### src/rtl/bus_arbiter_if.sv
// Shared-bus arbitration signals between the requesting masters and the arbiter.
interface bus_arbiter_if #(
  parameter int unsigned NUM_MASTERS = 3,
  parameter int unsigned ID_W        = 2
);
  logic [NUM_MASTERS-1:0] req;
  logic                   ack;
  logic [NUM_MASTERS-1:0] grant;
  logic [ID_W-1:0]        gnt_id;
  logic                   busy;
  logic                   timeout_err;

  // Requester side: drives requests and the slave completion strobe.
  modport master (
    output req, ack,
    input  grant, gnt_id, busy, timeout_err
  );

  // Arbiter side: consumes requests, produces the grant.
  modport slave (
    input  req, ack,
    output grant, gnt_id, busy, timeout_err
  );
endinterface

### src/rtl/bus_arbiter.sv
// Round-robin bus arbiter with grant hold, abort detection, watchdog and a
// single turnaround cycle between owners.
module bus_arbiter #(
  parameter int unsigned NUM_MASTERS = 3,
  parameter int unsigned TIMEOUT     = 16,
  parameter int unsigned ID_W        = 2
) (
  input  logic          clk,
  input  logic          rst,
  bus_arbiter_if.slave  bus
);

  localparam int unsigned WD_W = 8;

  typedef enum logic [1:0] {IDLE, BUSY, TURN} state_t;

  state_t                 state, state_n;
  logic [NUM_MASTERS-1:0] grant_q, grant_n;
  logic [ID_W-1:0]        gnt_id_q, gnt_id_n;
  logic [ID_W-1:0]        rr_ptr, rr_ptr_n;
  logic                   busy_q, busy_n;
  logic                   terr_q, terr_n;
  logic [WD_W-1:0]        wd_cnt, wd_cnt_n;

  logic [ID_W-1:0]        sel;
  logic                   found;
  int unsigned            cand;
  logic                   wd_hit;
  logic                   own_req;

  // Round-robin pick: first active request after the last owner, wrapping.
  always_comb begin
    sel   = '0;
    found = 1'b0;
    cand  = 0;
    for (int unsigned i = 1; i <= NUM_MASTERS; i++) begin
      cand = (32'(rr_ptr) + i) % NUM_MASTERS;
      if (!found && bus.req[cand[ID_W-1:0]]) begin
        sel   = cand[ID_W-1:0];
        found = 1'b1;
      end
    end
  end

  // Next-state and registered-output values.
  always_comb begin
    state_n  = state;
    grant_n  = grant_q;
    gnt_id_n = gnt_id_q;
    busy_n   = busy_q;
    rr_ptr_n = rr_ptr;
    wd_cnt_n = wd_cnt;
    terr_n   = 1'b0;
    own_req  = bus.req[gnt_id_q];
    wd_hit   = (TIMEOUT != 0) && (wd_cnt == WD_W'(TIMEOUT - 1));

    case (state)
      IDLE: begin
        grant_n = '0;
        busy_n  = 1'b0;
        if (found) begin
          grant_n  = NUM_MASTERS'(1) << sel;
          gnt_id_n = sel;
          busy_n   = 1'b1;
          wd_cnt_n = '0;
          state_n  = BUSY;
        end
      end
      BUSY: begin
        wd_cnt_n = wd_cnt + WD_W'(1);
        // Release priority: ack, then withdrawal, then watchdog.
        if (bus.ack || !own_req || wd_hit) begin
          grant_n  = '0;
          busy_n   = 1'b0;
          rr_ptr_n = gnt_id_q;
          wd_cnt_n = '0;
          terr_n   = !bus.ack && own_req && wd_hit;
          state_n  = TURN;
        end
      end
      TURN: begin
        grant_n = '0;
        busy_n  = 1'b0;
        state_n = IDLE;
      end
      default: begin
        grant_n = '0;
        busy_n  = 1'b0;
        state_n = IDLE;
      end
    endcase
  end

  // State and output registers with synchronous reset.
  always_ff @(posedge clk) begin
    if (rst) begin
      state    <= IDLE;
      grant_q  <= '0;
      gnt_id_q <= '0;
      busy_q   <= 1'b0;
      terr_q   <= 1'b0;
      wd_cnt   <= '0;
      rr_ptr   <= ID_W'(NUM_MASTERS - 1);
    end else begin
      state    <= state_n;
      grant_q  <= grant_n;
      gnt_id_q <= gnt_id_n;
      busy_q   <= busy_n;
      terr_q   <= terr_n;
      wd_cnt   <= wd_cnt_n;
      rr_ptr   <= rr_ptr_n;
    end
  end

  assign bus.grant       = grant_q;
  assign bus.gnt_id      = gnt_id_q;
  assign bus.busy        = busy_q;
  assign bus.timeout_err = terr_q;

endmodule
### src/flat_wrapper.sv
// flat-port wrapper written by rule: the top's interface ports become plain ports
module bus_arbiter_flat 
#(
  parameter int unsigned NUM_MASTERS = 3,
  parameter int unsigned TIMEOUT     = 16,
  parameter int unsigned ID_W        = 2
)
  (clk, rst, bus_req, bus_ack, bus_grant, bus_gnt_id, bus_busy, bus_timeout_err);
  bus_arbiter_if #(.NUM_MASTERS(NUM_MASTERS), .ID_W(ID_W)) bus_i ();
  input  logic clk;
  input  logic rst;
  input wire logic [$bits(bus_i.req)-1:0] bus_req;
  input wire logic [$bits(bus_i.ack)-1:0] bus_ack;
  output wire logic [$bits(bus_i.grant)-1:0] bus_grant;
  output wire logic [$bits(bus_i.gnt_id)-1:0] bus_gnt_id;
  output wire logic [$bits(bus_i.busy)-1:0] bus_busy;
  output wire logic [$bits(bus_i.timeout_err)-1:0] bus_timeout_err;
  assign bus_i.req = bus_req;
  assign bus_i.ack = bus_ack;
  assign bus_grant = bus_i.grant;
  assign bus_gnt_id = bus_i.gnt_id;
  assign bus_busy = bus_i.busy;
  assign bus_timeout_err = bus_i.timeout_err;
  bus_arbiter #(.NUM_MASTERS(NUM_MASTERS), .TIMEOUT(TIMEOUT), .ID_W(ID_W)) u_core (.clk(clk), .rst(rst), .bus(bus_i));
endmodule
### config.mk
export PLATFORM = sky130hd
export DESIGN_NAME = bus_arbiter_flat
export DESIGN_NICKNAME = d
export VERILOG_FILES = /design/src/rtl/bus_arbiter_if.sv /design/src/rtl/bus_arbiter.sv /design/src/flat_wrapper.sv
export SDC_FILE = /design/constraint.sdc
export NUM_CORES = 1
export LEC_CHECK = 0
export BUFFER_PORTS_ARGS = -buffer_cell sky130_fd_sc_hd__buf_4
export CAP_MARGIN = 10
export CELL_PAD_IN_SITES_DETAIL_PLACEMENT = 0
export CELL_PAD_IN_SITES_GLOBAL_PLACEMENT = 1
export CORE_UTILIZATION = 41
export CTS_BUF_LIST = sky130_fd_sc_hd__clkbuf_2 sky130_fd_sc_hd__clkbuf_4 sky130_fd_sc_hd__clkbuf_8
export CTS_CLUSTER_DIAMETER = 80
export DETAILED_ROUTE_END_ITERATION = 6
export GPL_TIMING_DRIVEN = 0
export PLACE_DENSITY = 0.76
export SLEW_MARGIN = 30
export SYNTH_ARGS = -nofsm -noshare
export SYNTH_HDL_FRONTEND = slang
export SYNTH_SLANG_ARGS = --single-unit
### constraint.sdc
create_clock -name clk -period 2.2 [get_ports clk]
set_clock_uncertainty 0.1 [all_clocks]
set_input_delay 0.11 -clock clk [delete_from_list [all_inputs] [get_ports clk]]
set_output_delay 0.11 -clock clk [all_outputs]
set_load 0.01 [all_outputs]
==> impl_metrics.yaml, run 1 <==
synth:
  ys_warn_count: 0
  yosysTopAreaCellShare_pct: 35.1
  synth.largest_area_cell: "dfxtp_1"
  ys.flop_type: "dfxtp_1"
  synth.distinct_cells: 43
  syn_inst: 116
  synth-async-reset-ratio_pct: 0
  synth_area_leaders: "dfxtp_1 (35%), ha_1 (4.6%), nand2_1 (4.2%)"
  syn_area_per_cell_um2: 9.35
  synth_nets: 126
  ys_ff_latch: 19
  syn-cell-area_um2: 1080
  synth_edf_count: 0
  ys_seq_area_share_pct: 35.1
global_route:
  grt_pass1_wl_um: 3980
  track_usage_pct: 20.2
  busiest_layer: "met2"
  grt_util_met2_pct: 31.0
  met1_usage_pct: 26.4
  overflow: 0
  grt_pass1_vias: 824
  antenna_found_initial: 0
  grtUsageMet3_pct: 5.17
  grt_max_degree: 12
sta:
  slew_viol_final: 0
  setup_tns_ns: 0
  fmax_ghz: 0.471
  grt_setup_unrepaired: "false"
  hold_viol: 0
  worst_pin_slew_ns: 0.621
  setup_viol: 0
  hold_slack_ns: 0.201
  fin_crit_sh_pct: 96.4
  slew_headroom_pct: 58.3
  period_needed_ns: 2.12
die:
  start_util_pct: 43.8
  dieHeight_um: 53.4
  num_rows: 18
  die-width_um: 53.4
  io_pins: 13
  die-area_um2: 2860
  core-area_um2: 2480
routing:
  via_count: 935
  drt_iter0_markers: 11
  ant_nets: 0
  drt-total-wl_um: 2410
  via_per_inst: 5.50
  dr.pass1.iters: 4
  avgRoutedWirePerCell_um: 14.2
  drc: 0
worst_hold_path:
  hp-class: "in2reg"
  hold_path_startpoint: "bus_req[2]"
setup_path:
  start_kind: "register"
  cp_max_fo: 8
  crit_path_end_kind: "register"
  cp_cell_sequence: "inv_1 -> ha_4 -> or2_1 -> a32o_4 -> nor4_4 -> buf_4 -> or4_4 -> a21oi_2"
  slowest_stage: "or4_4"
  path_class: "reg2reg"
  startpoint: "u_core.rr_ptr[0]"
  slowest_delay_ns: 0.51
  r2r_start: "u_core.rr_ptr[0]"
  worst_ep_arrival_time_ns: 2.28
  worstPathRequired_ns: 2.35
clock_tree:
  cts_buffers: 3
  cts.clk_slew.worst_paths_ns: 0.12
  cts_tree: "yes"
  insertion_delay_ns: 0.31
  cts_root_buf: "clkbuf_4"
  clock_sinks: 19
  ctsLongestPathBuffers: 2
  htree_num_levels: 1
finish:
  final_nets: 151
  nFillCells: 246
  seq_area_um2: 385
  design_area_um2: 1340
  drive_above_1_share_pct: 30.0
  syn_to_final_growth_pct: 23.6
  multi_input_area_um2: 694
  fin_util_pct: 54.1
  n_antenna_cell: 0
status:
  status: "completed"
placed_design:
  gp_congestion: 0.722
  port_buffers: 12
  place_area_um2: 1210
  post-dp-hpwl_um: 1680
power_and_ir_drop:
  leakage_uw: 0.000502
  peakVddDrop_v: 0.000480
  p_per_area_nw_per_um2: 789
job:
  maxCapViolCount: 0
==> per-stage QoR <==
stage	setup slack [ns]	total power, uW	cells
floorplan	0.0855	701	116
global route	0.00542	1130	170
finish	0.0790	1060	170
CTS	0.0234	1060	170
global placement	-0.0811	796	158
detailed placement	-0.124	802	158
==> final timing paths <==
kind / to / slack (ns) / depth (start not counted)
min reg2reg: u_core.bus.grant[0] / 0.36 / 2
max: u_core.wd_cnt[5] / 0.08 / 8
min: u_core.bus.grant[0] / 0.20 / 5
max reg2reg: u_core.wd_cnt[5] / 0.08 / 8
==> layout make-up <==
cell class              count  area share (%)
clock inverters             1           0.373
multi-input cells          90            51.8
flip-flops and latches     19            28.7
well taps                  30            2.80
plain buffers               1           0.280
repair buffers             20            12.7
inverters                   6            1.68
clock buffers               3            1.68
==> registers in the layout, summed over array words and instances, names as in the netlist <==
name	flops
u_core.state	2
u_core.rr_ptr	2
u_core.bus.gnt_id	2
u_core.bus.timeout_err	1
u_core.bus.grant	3
u_core.bus.busy	1
u_core.wd_cnt	8
==> per-layer routing <==
| metal | share of wire, % | routed length (um) | vias up |
|---|---|---|---|
| met1 | 49 | 1180 | 437 |
| met5 | 0 | 0 | - |
| li1 | - | - | 477 |
| met3 | 3.2 | 76 | 5 |
| met2 | 46 | 1110 | 16 |
| met4 | 1.6 | 38 | 0 |
==> cell families (layout without fill, tap and decap cells) <==
kind of cell	Yosys count	count (layout)	synth area share (%)
buf+inv	7	31	2.42
fa+ha+maj	4	4	4.61
xor+xnor	2	2	1.62
compound gates	28	28	21.5
simple gates	51	51	29.6
mux	5	5	5.19
flops	19	19	35.1
==> report_power, final <==
| part | internal (uW) | total [uW] | switching, uW | leakage, uW |
|---|---|---|---|---|
| clock | 67.9 | 185 | 117 | 0.0000177 |
| combinational | 217 | 448 | 230 | 0.000329 |
| sequential | 383 | 425 | 42.4 | 0.000155 |
==> worst max-delay path: cells and delay by family, from the launching register on <==
kind | cells | cell delay, ns
DFF | 1 | 0.37
AOI/OAI and AO/OA | 2 | 0.38
and+or+nand+nor | 3 | 0.68
adders and majority gates | 1 | 0.30
buffers and inverters | 2 | 0.24
==> cell usage after synthesis, types with 2 or more instances <==
library cell	n
o21ai_0	3
ha_1	4
inv_1	6
nor2b_1	3
o31ai_4	2
a21oi_1	8
or4_1	4
nor2_1	8
or3_1	3
dfxtp_1	19
nor3_1	2
nand3_1	2
o31ai_1	4
nand2_1	12
nor2_2	3
a21oi_2	4
mux2i_1	3
==> cells in the final DEF, fill, tap and decap left out, drive strengths merged, types with 2 or more instances in the layout <==
master / synthesis / layout
ha: 4 / 4
nand2: 12 / 12
or3: 3 / 3
a21oi: 12 / 12
o31ai: 6 / 6
o21ai: 4 / 4
buf: 0 / 17
nor3: 2 / 2
clkbuf: 1 / 4
or2: 2 / 2
or4: 4 / 4
nand3b: 2 / 2
nand3: 2 / 2
mux2i: 3 / 3
mux2: 2 / 2
dlygate4sd3: 0 / 3
nor2: 11 / 11
nor2b: 3 / 3
inv: 6 / 6
dfxtp: 19 / 19
nor4: 3 / 3
==> what timing repair did <==
| item | CTS | global route |
|---|---|---|
| hold buffers | 3 | 0 |
| setup buffers | 5 | 0 |
| endpoints found under the hold margin | 3 | 0 |
| setup endpoints to repair | 12 | 13 |
| gates resized for setup | 4 | 4 |
| pin swaps | 4 | 4 |
Note: power is estimated with default switching activity, not from simulation.
==> inputs of run 2 (changes only) <==
--- a/config.mk
+++ b/config.mk
@@ -11,3 +11,3 @@
 export CELL_PAD_IN_SITES_GLOBAL_PLACEMENT = 1
-export CORE_UTILIZATION = 41
+export CORE_UTILIZATION = 49
 export CTS_BUF_LIST = sky130_fd_sc_hd__clkbuf_2 sky130_fd_sc_hd__clkbuf_4 sky130_fd_sc_hd__clkbuf_8
@@ -16,3 +16,4 @@
 export GPL_TIMING_DRIVEN = 0
-export PLACE_DENSITY = 0.76
+export PLACE_DENSITY = 0.85
+export SETUP_SLACK_MARGIN = 0.4
 export SLEW_MARGIN = 30
==> constraint.sdc (replaced) <==
create_clock -name clk -period 2.52 [get_ports clk]
set_clock_uncertainty 0.1 [all_clocks]
set_input_delay 0.126 -clock clk [delete_from_list [all_inputs] [get_ports clk]]
set_output_delay 0.126 -clock clk [all_outputs]
set_load 0.005 [all_outputs]
==> impl_metrics.yaml, run 2 (synthesis gave the netlist of run 1 again) <==
status:
  status: "completed"
setup_path:
  slowest_delay_ns: 0.48
  worst-path-buf-inv: 2
  cp_cell_sequence: "inv_2 -> ha_4 -> or2_1 -> a32o_4 -> nor4_4 -> buf_4 -> or4_4 -> a21oi_2"
  path_class: "reg2reg"
  slowest_stage: "or4_4"
  crit_path_end_kind: "register"
  cp_max_fo: 5
  path_delay_family: "simple AND/OR/NAND/NOR gates"
  worstPathRequired_ns: 2.66
  worst_ep_arrival_time_ns: 2.22
  start_kind: "register"
clock_tree:
  cts_buffers: 3
  cts.clk_slew.worst_paths_ns: 0.11
  insertion_delay_ns: 0.30
  cts_root_buf: "clkbuf_4"
  clock_sinks: 19
  cts_tree: "yes"
  htree_num_levels: 1
  ctsLongestPathBuffers: 2
routing:
  drt_iter0_markers: 14
  drt-total-wl_um: 2370
  dr.pass1.iters: 4
  via_per_inst: 5.72
  ant_nets: 0
  avgRoutedWirePerCell_um: 14.2
  via_count: 956
  drc: 0
die:
  io_pins: 13
  num_rows: 16
  start_util_pct: 53.7
  die-width_um: 49.1
  dieHeight_um: 49.1
  core-area_um2: 2020
  die-area_um2: 2410
power_and_ir_drop:
  total_power_uw: 936
  p_per_area_nw_per_um2: 676
  leakage_uw: 0.000504
  peakVddDrop_v: 0.000410
sta:
  fmax_ghz: 0.479
  hold_viol: 0
  slew_viol_final: 0
  fin_crit_sh_pct: 82.8
  worst_pin_slew_ns: 0.623
  grt_setup_unrepaired: "true"
  setup_tns_ns: 0
  slew_headroom_pct: 58.1
  setup_viol: 0
  period_needed_ns: 2.09
  hold_slack_ns: 0.231
  fin_ws_ns: 0.432
placed_design:
  gp_congestion: 0.848
  post-dp-hpwl_um: 1680
  port_buffers: 12
  place_ws_ns: 0.225
finish:
  layout_commonest_cell: "dfxtp_1"
  largest-register: "u_core.wd_cnt"
  nFillCells: 171
  largest_reg_flops: 8
  final_cell_mix: "dfxtp_1 (17), buf_4 (16), nand2_1 (12), a21oi_1 (8), nor2_1 (8)"
  seq_area_um2: 388
  final_nets: 151
  syn_to_final_growth_pct: 27.7
  multi_input_area_um2: 736
  n_antenna_cell: 0
  drive_above_1_share_pct: 36.4
global_route:
  overflow: 0
  antenna_found_initial: 0
  grt_pass1_wl_um: 4030
  grt_max_degree: 11
  grt_pass1_vias: 899
  track_usage_pct: 22.0
job:
  maxCapViolCount: 0
worst_hold_path:
  hp-class: "in2reg"
[run 2: worst reg2reg max path, cell delays in order (launching register included)]
cell     delay (ns)
dfxtp_4        0.39
inv_2          0.05
ha_4           0.28
or2_1          0.11
a32o_4         0.26
nor4_4         0.05
buf_4          0.17
or4_4          0.48
a21oi_2        0.13
[run 2: what timing repair did]
action,CTS,global route
hold endpoints to repair,3,0
pin swaps,6,8
setup endpoints to repair,15,6
resized for setup,9,11
buffers inserted,6,0
gates cloned,0,0
hold buffers,2,0
[run 2: path summary, 6_finish.rpt]
check / startpoint / end / slack [ns] / cells past startpoint
setup / recovery: u_core.rr_ptr[0] / u_core.wd_cnt[3] / 0.43 / 8
hold / removal: bus_req[1] / u_core.bus.gnt_id[0] / 0.23 / 4
setup reg to reg: u_core.rr_ptr[0] / u_core.wd_cnt[3] / 0.43 / 8
hold reg to reg: u_core.bus.grant[0] / u_core.bus.grant[0] / 0.36 / 2
[run 2: metal layers]
| layer | GRT usage, % | part of all wire (%) |
|---|---|---|
| met5 | 0 | 0 |
| met4 | 8.82 | 1.4 |
| met3 | 3.12 | 3.3 |
| met2 | 34.7 | 47 |
| met1 | 30.0 | 49 |
[run 2: cell type report]
type	count	share of cell area, %
Tap cell	27	2.44
Multi-Input combinational cell	90	53.1
Clock buffer	4	2.17
Buffer	1	0.271
Timing Repair Buffer	20	12.4
Sequential cell	19	28.0
Inverter	6	1.63
[run 2: where the power goes]
part	internal (uW)	switching [uW]	leakage (uW)	total, uW
sequential	334	37.7	0.000156	372
combinational	200	199	0.000330	398
clock	72.4	93.4	0.0000184	166
[run 2: through the flow]
step / util (%) / cells / instance area, um2
floorplan: - / 116 / 1080
global route: 68.5 / 167 / 1390
detailed placement: 59.8 / 155 / 1210
finish: 68.5 / 167 / 1390
CTS: 66.4 / 167 / 1340
global placement: 59.8 / 155 / 1210
==> inputs of run 3 (changes only) <==
Settings changed: CORE_UTILIZATION 49 to 41, PLACE_DENSITY 0.85 to 0.76.
Clock period 2.52 ns to 1.9 ns, I/O delays scaled along.
==> impl_metrics.yaml, run 3 (synthesis gave the netlist of run 1 again) <==
sta:
  hold_viol: 0
  slew_viol_final: 0
  fmax_ghz: 0.489
  hold_slack_ns: 0.0106
  setup_tns_ns: -1.42
  grt_setup_unrepaired: "true"
  slew_headroom_pct: 59.3
  fin_crit_sh_pct: 108
  setup_viol: 14
  fin_ws_ns: -0.145
  period_needed_ns: 2.05
  worst_pin_slew_ns: 0.606
finish:
  final_nets: 154
  largest-register: "u_core.wd_cnt"
  largest_reg_flops: 8
  layout_commonest_cell: "buf_4"
  n_antenna_cell: 0
  nFillCells: 229
  layout.cells.non_filler: 173
  fin_util_pct: 57.5
  drive_above_1_share_pct: 42.0
  final_cell_mix: "buf_4 (19), dfxtp_1 (13), nand2_1 (12), nor2_1 (7), a21oi_1 (7)"
  syn_to_final_growth_pct: 31.4
job:
  maxCapViolCount: 0
routing:
  via_per_inst: 5.38
  drt_iter0_markers: 6
  via_count: 931
  avgRoutedWirePerCell_um: 13.4
  drc: 0
  drt-total-wl_um: 2310
  dr.pass1.iters: 4
  ant_nets: 0
setup_path:
  r2r_start: "u_core.rr_ptr[0]"
  worstPathRequired_ns: 2.03
  path_class: "reg2reg"
  crit_path_end_kind: "register"
  slowest_delay_ns: 0.39
  cp_max_fo: 7
  slowest_stage: "dfxtp_4"
  cp_cell_sequence: "inv_2 -> ha_4 -> mux2_4 -> a32o_4 -> o31ai_4 -> buf_6 -> nand3b_4 -> a21oi_2"
  start_kind: "register"
  startpoint: "u_core.rr_ptr[0]"
  worst_ep_arrival_time_ns: 2.18
clock_tree:
  htree_num_levels: 1
  insertion_delay_ns: 0.29
  cts.clk_slew.worst_paths_ns: 0.10
  cts_buffers: 3
  clock_sinks: 19
  cts_tree: "yes"
  ctsLongestPathBuffers: 2
  cts_root_buf: "clkbuf_4"
global_route:
  grt_max_degree: 11
  grt_pass1_wl_um: 3860
  antenna_found_initial: 0
  track_usage_pct: 19.1
  overflow: 0
  grt_pass1_vias: 889
die:
  die-area_um2: 2860
  core-area_um2: 2480
  dieHeight_um: 53.4
  num_rows: 18
  die-width_um: 53.4
  io_pins: 13
  start_util_pct: 43.8
status:
  status: "complete, but fails checks"
  violations: "setup timing"
placed_design:
  dp_cells: 158
  post-dp-hpwl_um: 1700
  gp_congestion: 0.725
  port_buffers: 12
worst_hold_path:
  hp-class: "in2reg"
  hold_path_startpoint: "bus_ack"
power_and_ir_drop:
  leakage_uw: 0.000513
  peakVddDrop_v: 0.000552
  p_per_area_nw_per_um2: 878
  total_power_uw: 1250
[run 3: area by class of cell]
cell class	instances	area, um2	share of cell area [%]
inverters	6	22.5	1.58
flip-flops and latches	19	393	27.6
clock buffers	4	30.0	2.11
well taps	30	37.5	2.63
plain buffers	1	3.75	0.263
multi-input cells	90	753	52.9
repair buffers	23	185	13.0
[run 3: power by group]
part / switching [uW] / internal (uW)
clock: 118 / 95.9
sequential: 50.0 / 445
combinational: 271 / 271
[run 3: final timing paths]
kind | to | slack, ns | cells past startpoint
worst max-delay path | u_core.wd_cnt[7] | -0.15 | 8
worst min-delay path | u_core.state[1] | 0.01 | 3
worst max register to register | u_core.wd_cnt[7] | -0.15 | 8
worst min register to register | u_core.bus.grant[2] | 0.36 | 2
[run 3: layer usage]
layer | up-vias | share of wire (%) | track usage (%)
met5 | - | 0 | 0
met4 | 0 | 0 | 8.33
met3 | 0 | 1.6 | 3.74
met2 | 9 | 51 | 33.8
met1 | 438 | 48 | 21.7
li1 | 484 | - | -
[run 3: critical path, delay by kind of cell (launching register included)]
family / cells / cell delay [ns]
DFF: 1 / 0.39
AOI/OAI and AO/OA: 3 / 0.67
adders and majority gates: 1 / 0.17
and+or+nand+nor: 1 / 0.14
buffers and inverters: 2 / 0.21
muxes: 1 / 0.30
[run 3: timing repair]
action | CTS | global route
hold endpoints to repair | 3 | 0
pin swaps | 10 | 4
setup buffers | 9 | 0
hold buffers | 2 | 0
resized for setup | 17 | 4
setup endpoints to repair | 17 | 17
[run 3: per-stage QoR]
| stage | cell area [um2] | setup WS (ns) |
|---|---|---|
| finish | 1430 | -0.145 |
| global route | 1430 | -0.224 |
| CTS | 1410 | -0.180 |
| detailed placement | 1250 | -0.227 |
| global placement | 1250 | -0.180 |
| floorplan | 1120 | -0.0135 |
